<file path="config.mk">
export PLATFORM = sky130hd
export DESIGN_NAME = quad_decoder_flat
export DESIGN_NICKNAME = d
export VERILOG_FILES = /design/src/rtl/quad_pkg.sv /design/src/rtl/quad_decoder_if.sv /design/src/rtl/quad_decoder_sync_ff.sv /design/src/rtl/quad_decoder.sv /design/src/flat_wrapper.sv
export SDC_FILE = /design/constraint.sdc
export NUM_CORES = 1
export LEC_CHECK = 0
export ABC_AREA = 1
export CELL_PAD_IN_SITES_DETAIL_PLACEMENT = 1
export CELL_PAD_IN_SITES_GLOBAL_PLACEMENT = 2
export CORE_AREA = 5 5 73 75
export DETAILED_ROUTE_END_ITERATION = 8
export DIE_AREA = 0 0 78 80
export GPL_TIMING_DRIVEN = 0
export HOLD_SLACK_MARGIN = 0.08
export PLACE_DENSITY_LB_ADDON = 0.1
export REMOVE_ABC_BUFFERS = 1
export SLEW_MARGIN = 20
export SYNTH_ARGS = -nofsm -noshare
export SYNTH_HDL_FRONTEND = slang
export SYNTH_SLANG_ARGS = --single-unit
</file>
<file path="constraint.sdc">
create_clock -name clk -period 2.22 [get_ports clk]
set_input_delay 0.444 -clock clk [delete_from_list [all_inputs] [get_ports clk]]
set_output_delay 0.444 -clock clk [all_outputs]
set_load 0.02 [all_outputs]
</file>
<file path="src/rtl/quad_pkg.sv">
// Shared encodings for the quadrature decoder: channel states {A,B}, direction
// constants, transition classes and the pure transition-decode function.
package quad_pkg;

  localparam logic [1:0] S00 = 2'b00;
  localparam logic [1:0] S01 = 2'b01;
  localparam logic [1:0] S11 = 2'b11;
  localparam logic [1:0] S10 = 2'b10;

  localparam logic DIR_UP = 1'b1;
  localparam logic DIR_DN = 1'b0;

  typedef enum logic [1:0] {
    TR_NONE = 2'd0,
    TR_UP   = 2'd1,
    TR_DN   = 2'd2,
    TR_ERR  = 2'd3
  } trans_t;

  // PH_FILL waits until the synchronizers carry real samples, then primes prev.
  typedef enum logic {
    PH_FILL = 1'b0,
    PH_RUN  = 1'b1
  } phase_t;

  function automatic trans_t decode(input logic [1:0] prev, input logic [1:0] cur);
    trans_t tr;
    if (prev == cur) begin
      tr = TR_NONE;
    end else if ((prev == S00 && cur == S01) || (prev == S01 && cur == S11) ||
                 (prev == S11 && cur == S10) || (prev == S10 && cur == S00)) begin
      tr = TR_UP;
    end else if ((prev ^ cur) == 2'b11) begin
      tr = TR_ERR;
    end else begin
      tr = TR_DN;
    end
    return tr;
  endfunction

endpackage

</file>
<file path="src/rtl/quad_decoder_if.sv">
// Bundle of the decoder's functional signals plus the phase debug output.
// Handshake: none; inputs are free-running levels, step/err are one-cycle pulses.
interface quad_decoder_if #(
  parameter int WIDTH = 8
);
  import quad_pkg::*;

  logic             a_in;
  logic             b_in;
  logic             clr;
  logic             step;
  logic             up_down;
  logic [WIDTH-1:0] count;
  logic             err;
  logic             err_flag;
  phase_t           phase;

  modport master (
    output a_in, b_in, clr,
    input  step, up_down, count, err, err_flag, phase
  );

  modport slave (
    input  a_in, b_in, clr,
    output step, up_down, count, err, err_flag, phase
  );
endinterface

</file>
<file path="src/rtl/quad_decoder_sync_ff.sv">
// Single-bit multi-flop synchronizer with asynchronous active-low reset.
module sync_ff #(
  parameter int DEPTH = 2
) (
  input  logic clk,
  input  logic rst_n,
  input  logic d_i,
  output logic q_o
);

  logic [DEPTH-1:0] sync_q;

  always_ff @(posedge clk or negedge rst_n) begin
    if (!rst_n) begin
      sync_q <= '0;
    end else begin
      sync_q <= {sync_q[DEPTH-2:0], d_i};
    end
  end

  assign q_o = sync_q[DEPTH-1];

endmodule

</file>
<file path="src/rtl/quad_decoder.sv">
// Quadrature decoder: synchronizes A/B, decodes transitions against the previous
// state and maintains a wrapping position counter with a sticky error flag.
module quad_decoder
  import quad_pkg::*;
#(
  parameter int WIDTH       = 8,
  parameter int SYNC_STAGES = 2
) (
  input logic          clk,
  input logic          rst_n,
  quad_decoder_if.slave bus
);

  localparam int            FW        = $clog2(SYNC_STAGES + 1);
  localparam logic [FW-1:0] FILL_LAST = FW'(SYNC_STAGES);

  logic a_sync, b_sync;
  logic [1:0] cur;

  sync_ff #(.DEPTH(SYNC_STAGES)) u_sync_a (.clk(clk), .rst_n(rst_n), .d_i(bus.a_in), .q_o(a_sync));
  sync_ff #(.DEPTH(SYNC_STAGES)) u_sync_b (.clk(clk), .rst_n(rst_n), .d_i(bus.b_in), .q_o(b_sync));

  assign cur = {a_sync, b_sync};

  phase_t           phase_q, phase_d;
  logic [FW-1:0]    fill_q, fill_d;
  logic [1:0]       prev_q, prev_d;
  logic             step_q, step_d;
  logic             up_down_q, up_down_d;
  logic [WIDTH-1:0] count_q, count_d;
  logic             err_q, err_d;
  logic             err_flag_q, err_flag_d;
  trans_t           tr;

  always_ff @(posedge clk or negedge rst_n) begin
    if (!rst_n) begin
      phase_q    <= PH_FILL;
      fill_q     <= '0;
      prev_q     <= S00;
      step_q     <= 1'b0;
      up_down_q  <= DIR_DN;
      count_q    <= '0;
      err_q      <= 1'b0;
      err_flag_q <= 1'b0;
    end else begin
      phase_q    <= phase_d;
      fill_q     <= fill_d;
      prev_q     <= prev_d;
      step_q     <= step_d;
      up_down_q  <= up_down_d;
      count_q    <= count_d;
      err_q      <= err_d;
      err_flag_q <= err_flag_d;
    end
  end

  always_comb begin
    phase_d    = phase_q;
    fill_d     = fill_q;
    prev_d     = prev_q;
    step_d     = 1'b0;
    up_down_d  = up_down_q;
    count_d    = count_q;
    err_d      = 1'b0;
    err_flag_d = err_flag_q;
    tr         = TR_NONE;

    unique case (phase_q)
      PH_FILL: begin
        // cur only reflects a real input sample once every stage has been loaded
        if (fill_q == FILL_LAST) begin
          prev_d  = cur;
          phase_d = PH_RUN;
        end else begin
          fill_d = fill_q + FW'(1);
        end
      end
      PH_RUN: begin
        prev_d = cur;
        tr     = decode(prev_q, cur);
        unique case (tr)
          TR_UP: begin
            step_d    = 1'b1;
            up_down_d = DIR_UP;
            count_d   = count_q + WIDTH'(1);
          end
          TR_DN: begin
            step_d    = 1'b1;
            up_down_d = DIR_DN;
            count_d   = count_q - WIDTH'(1);
          end
          TR_ERR: begin
            err_d      = 1'b1;
            err_flag_d = 1'b1;
          end
          default: ;
        endcase
      end
      default: phase_d = PH_FILL;
    endcase

    // clear overrides the count, but a coincident error keeps the flag set
    if (bus.clr) begin
      count_d = '0;
      if (!err_d) err_flag_d = 1'b0;
    end
  end

  assign bus.step     = step_q;
  assign bus.up_down  = up_down_q;
  assign bus.count    = count_q;
  assign bus.err      = err_q;
  assign bus.err_flag = err_flag_q;
  assign bus.phase    = phase_q;

endmodule

</file>
<file path="src/flat_wrapper.sv">
// flat-port wrapper written by rule: the top's interface ports become plain ports
module quad_decoder_flat import quad_pkg::*;
#(
  parameter int WIDTH       = 8,
  parameter int SYNC_STAGES = 2
)
  (clk, rst_n, bus_a_in, bus_b_in, bus_clr, bus_step, bus_up_down, bus_count, bus_err, bus_err_flag, bus_phase);
  quad_decoder_if #(.WIDTH(WIDTH)) bus_i ();
  input logic clk;
  input logic rst_n;
  input wire logic [$bits(bus_i.a_in)-1:0] bus_a_in;
  input wire logic [$bits(bus_i.b_in)-1:0] bus_b_in;
  input wire logic [$bits(bus_i.clr)-1:0] bus_clr;
  output wire logic [$bits(bus_i.step)-1:0] bus_step;
  output wire logic [$bits(bus_i.up_down)-1:0] bus_up_down;
  output wire logic [$bits(bus_i.count)-1:0] bus_count;
  output wire logic [$bits(bus_i.err)-1:0] bus_err;
  output wire logic [$bits(bus_i.err_flag)-1:0] bus_err_flag;
  output wire logic [$bits(bus_i.phase)-1:0] bus_phase;
  assign bus_i.a_in = bus_a_in;
  assign bus_i.b_in = bus_b_in;
  assign bus_i.clr = bus_clr;
  assign bus_step = bus_i.step;
  assign bus_up_down = bus_i.up_down;
  assign bus_count = bus_i.count;
  assign bus_err = bus_i.err;
  assign bus_err_flag = bus_i.err_flag;
  assign bus_phase = bus_i.phase;
  quad_decoder #(.WIDTH(WIDTH), .SYNC_STAGES(SYNC_STAGES)) u_core (.clk(clk), .rst_n(rst_n), .bus(bus_i));
endmodule
</file>
==> PnR_summary.wiki <==
{| class="wikitable"
! Metric !! Value
|-
| Post-synthesis register bit count || 21
|-
| Summed instance area of the synthesized netlist || 1222 sq um
|-
| ANT cells || 0
|-
| CP delay by family, top || simple AND/OR/NAND/NOR gates
|-
| Instance count of the mapped netlist || 153
|-
| Via-per-instance ratio || 4.523
|-
| Synth-to-layout area growth || 44.73%
|-
| HPWL after DPL || 2351 um
|-
| P per Cell Area || 718.6 nW/um^2
|-
| Net total in the final layout || 198
|-
| Clock tree from TritonCTS || done
|-
| Share of the clock period used by the worst path || 97.08%
|-
| Total detailed-routing wirelength || 3276 um
|-
| Worst relative slew slack || 66.42%
|-
| Design area || 1769 sq um
|-
| Antenna violation net count after detailed routing || 0
|-
| Core ar. || 4598 sq um
|-
| Worst min path class || in -> async
|-
| Die area || 6240 sq um
|-
| PnR Total Power || 1.271 mW
|-
| Via count || 1,081
|-
| First-pass GRT wire length || 5416 um
|-
| Highest fanout seen on the critical path || 4
|-
| H-tree levels || 1
|-
| Fillers || 550
|-
| Synth area leader || dfrtp_1
|-
| Leak Pwr || 0.8492 nW
|-
| Overall die height || 80 um
|-
| Die width || 78 um
|-
| Worst setup path class || reg -> reg
|-
| DRC violations left || 0
|-
| GR Util All Layers || 10.98%
|-
| Clock insertion delay at the later pin of the skew report || 270 ps
|-
| CP Data Arrival Time || 2320 ps
|-
| Average size of a mapped cell || 7.990 sq um
|-
| Nature of the critical path startpoint || flip-flop
|-
| Most used cell along the critical path || nand2_1
|-
| Number of maximum-capacitance violations || 0
|-
| Ordered cell list for the critical path || inv_2 -> nand2_2 -> nand4_1 -> o21ai_2 -> inv_2 -> ha_4 -> buf_12 -> ha_4 -> nand2_4 -> nor3_2 -> nand2_2 -> nand2_1 -> nand2_1 -> nand3_1 -> nand2_1
|-
| Routed WL per cell || 13.71 um
|-
| Highest achievable clock rate || 464.0 MHz
|-
| Count of routing violations after the opening detailed-route iteration || 47
|-
| Port buffer count || 17
|-
| Initial standard-cell utilization of the core || 26.59%
|-
| Pin count of the biggest net entering global routing || 22
|-
| Commonest non-fill, non-tap cell in the layout || nand2_1
|-
| Max stage delay cell, worst path || dfrtp_1
|-
| Critical path's largest stage delay || 450 ps
|-
| Run status || finished clean
|-
| Crit path capture type || flip-flop
|-
| Total congestion overflow after global routing || 0
|-
| Root buffer cell || clkbuf_8
|-
| Placement-stage cell area || 1449 sq um
|-
| Final Hold Fails || 0
|-
| Post-layout instance count excluding filler cells || 239
|-
| First-pass detailed-route iteration total || 4
|-
| Crit path time final || 2155 ps
|-
| Dominant cells by area after synthesis || dfrtp_1, nand2_1, inv_1
|-
| Final estimated routing congestion in global placement || 0.8074
|-
| Number of primary I/O pins || 18
|-
| Crit path required time || 2390 ps
|-
| Number of global-route vias before repair || 1,126
|-
| Final slew viol count || 0
|-
| Number of instances in the placed design || 223
|-
| Largest voltage drop on the vdd net || 0.3726 mV
|-
| Layout cells sized above 1 || 30.81%
|-
| Most used cells in the layout excluding fill and tap cells || nand2_1, dfrtp_1, inv_1
|-
| Slew at the pin with the worst max-slew slack || 503.7 ps
|-
| Yosys Warn Count || 0
|-
| Number of clock sinks seen by CTS || 21
|-
| Clock-pin slew reported for the worst setup and hold paths after clock tree synthesis || 90 ps
|-
| Library cells used by synthesis || 22
|-
| Sequential-to-total area share from yosys stat || 42.99%
|-
| Fraction of post-synthesis cell area in the top cell type by area || 42.99%
|-
| Buffer levels on the longest clock path || 2
|-
| Setup violators final || 0
|-
| Antenna violations before repair || 0
|-
| Std cell rows || 25
|-
| Setup repair after global routing missed its margin || yes
|-
| Number of buffers created by CTS || 3
|-
| Maximum clock skew at final layout || 5.856 ps
|-
| Buf+Inv Stages, Crit Path || 3
|}
-- worst paths after layout --
check	start	to	slack [ps]	depth (start not counted)
worst max register to register	u_core.u_sync_b.sync_q[1]	u_core.bus.count[7]	60	15
worst min-delay path	rst_n	u_core.bus.up_down	130	1
max in group asynchronous	rst_n	u_core.prev_q[0]	1720	1
min in group clk	u_core.u_sync_b.sync_q[0]	u_core.u_sync_b.sync_q[1]	360	0
worst min register to register	u_core.u_sync_b.sync_q[0]	u_core.u_sync_b.sync_q[1]	360	0
worst max-delay path	u_core.u_sync_b.sync_q[1]	u_core.bus.count[7]	60	15
-- layout make-up --
type                       instances  area [sq um]  share of cell area (%)
clock buffer                       3         41.29                   2.334
clock inverter                     1         7.507                  0.4243
inverter                          25         93.84                   5.304
timing repair buffer              29         279.0                   15.77
sequential                        21         526.8                   29.77
tap                               54         67.56                   3.819
multi-input combinational        106         753.2                   42.57
-- sequential cells by signal (all words and copies together) (netlist names) --
| name | cells |
|---|---|
| u_core.u_sync_a.sync_q | 2 |
| u_core.bus.step | 1 |
| u_core.bus.up_down | 1 |
| u_core.bus.phase | 1 |
| u_core.bus.err | 1 |
| u_core.bus.err_flag | 1 |
| u_core.fill_q | 2 |
| u_core.prev_q | 2 |
| u_core.bus.count | 8 |
| u_core.u_sync_b.sync_q | 2 |
-- cells in the mapped netlist --
cell	n
nor2_1	9
a21boi_2	1
buf_6	1
nor3_1	1
xnor2_1	2
o21ai_1	1
nand2_2	4
o21ai_0	7
inv_2	1
nand3_2	1
nand4_1	6
a21oi_1	2
a22o_1	1
ha_1	7
xor2_2	2
xor2_1	4
a31oi_1	1
inv_1	24
nand2_1	44
nand3_1	12
o22ai_1	1
dfrtp_1	21
-- report_power, final --
group | total (mW) | internal [mW] | switching (mW)
Sequential | 0.477 | 0.423 | 0.0536
Clock | 0.274 | 0.127 | 0.147
Combinational | 0.520 | 0.249 | 0.272
-- cell families after synthesis --
family	after synthesis	share of synthesized area (%)
buffers and inverters	26	8.598
AOI/OAI and AO/OA	14	6.755
DFF	21	42.99
and+or+nand+nor	77	27.53
xor gates and xnor gates	8	6.960
adders and majority gates	7	7.164
-- per-layer routing --
metal  GRT usage [%]  routed length (um)
met1           14.92                1616
met2           17.20                1489
met3           2.483                 140
met4           3.547                  29
met5               0                   0
-- stage by stage --
| step | setup TNS (ps) | hold slack, ps | worst slack, ps | util (%) |
|---|---|---|---|---|
| after floorplan | 0 | 148.4 | 10.90 | - |
| after global placement | -1416 | 333.5 | -339.6 | 31.51 |
| after detailed placement | -1509 | 341.9 | -347.9 | 31.51 |
| after CTS | 0 | 363.2 | 3.481 | 33.99 |
| after global routing | -389.7 | 167.8 | -129.4 | 38.48 |
| final | 0 | 128.6 | 64.75 | 38.48 |
-- what timing repair did --
action                                 CTS  global route
pin swaps                                0            17
endpoints found under the hold margin    0             0
buffers inserted                         2            10
setup endpoints to repair                7             6
resized for setup                        6            38
hold buffers                             0             0
Power figures use the tool's default switching activity.
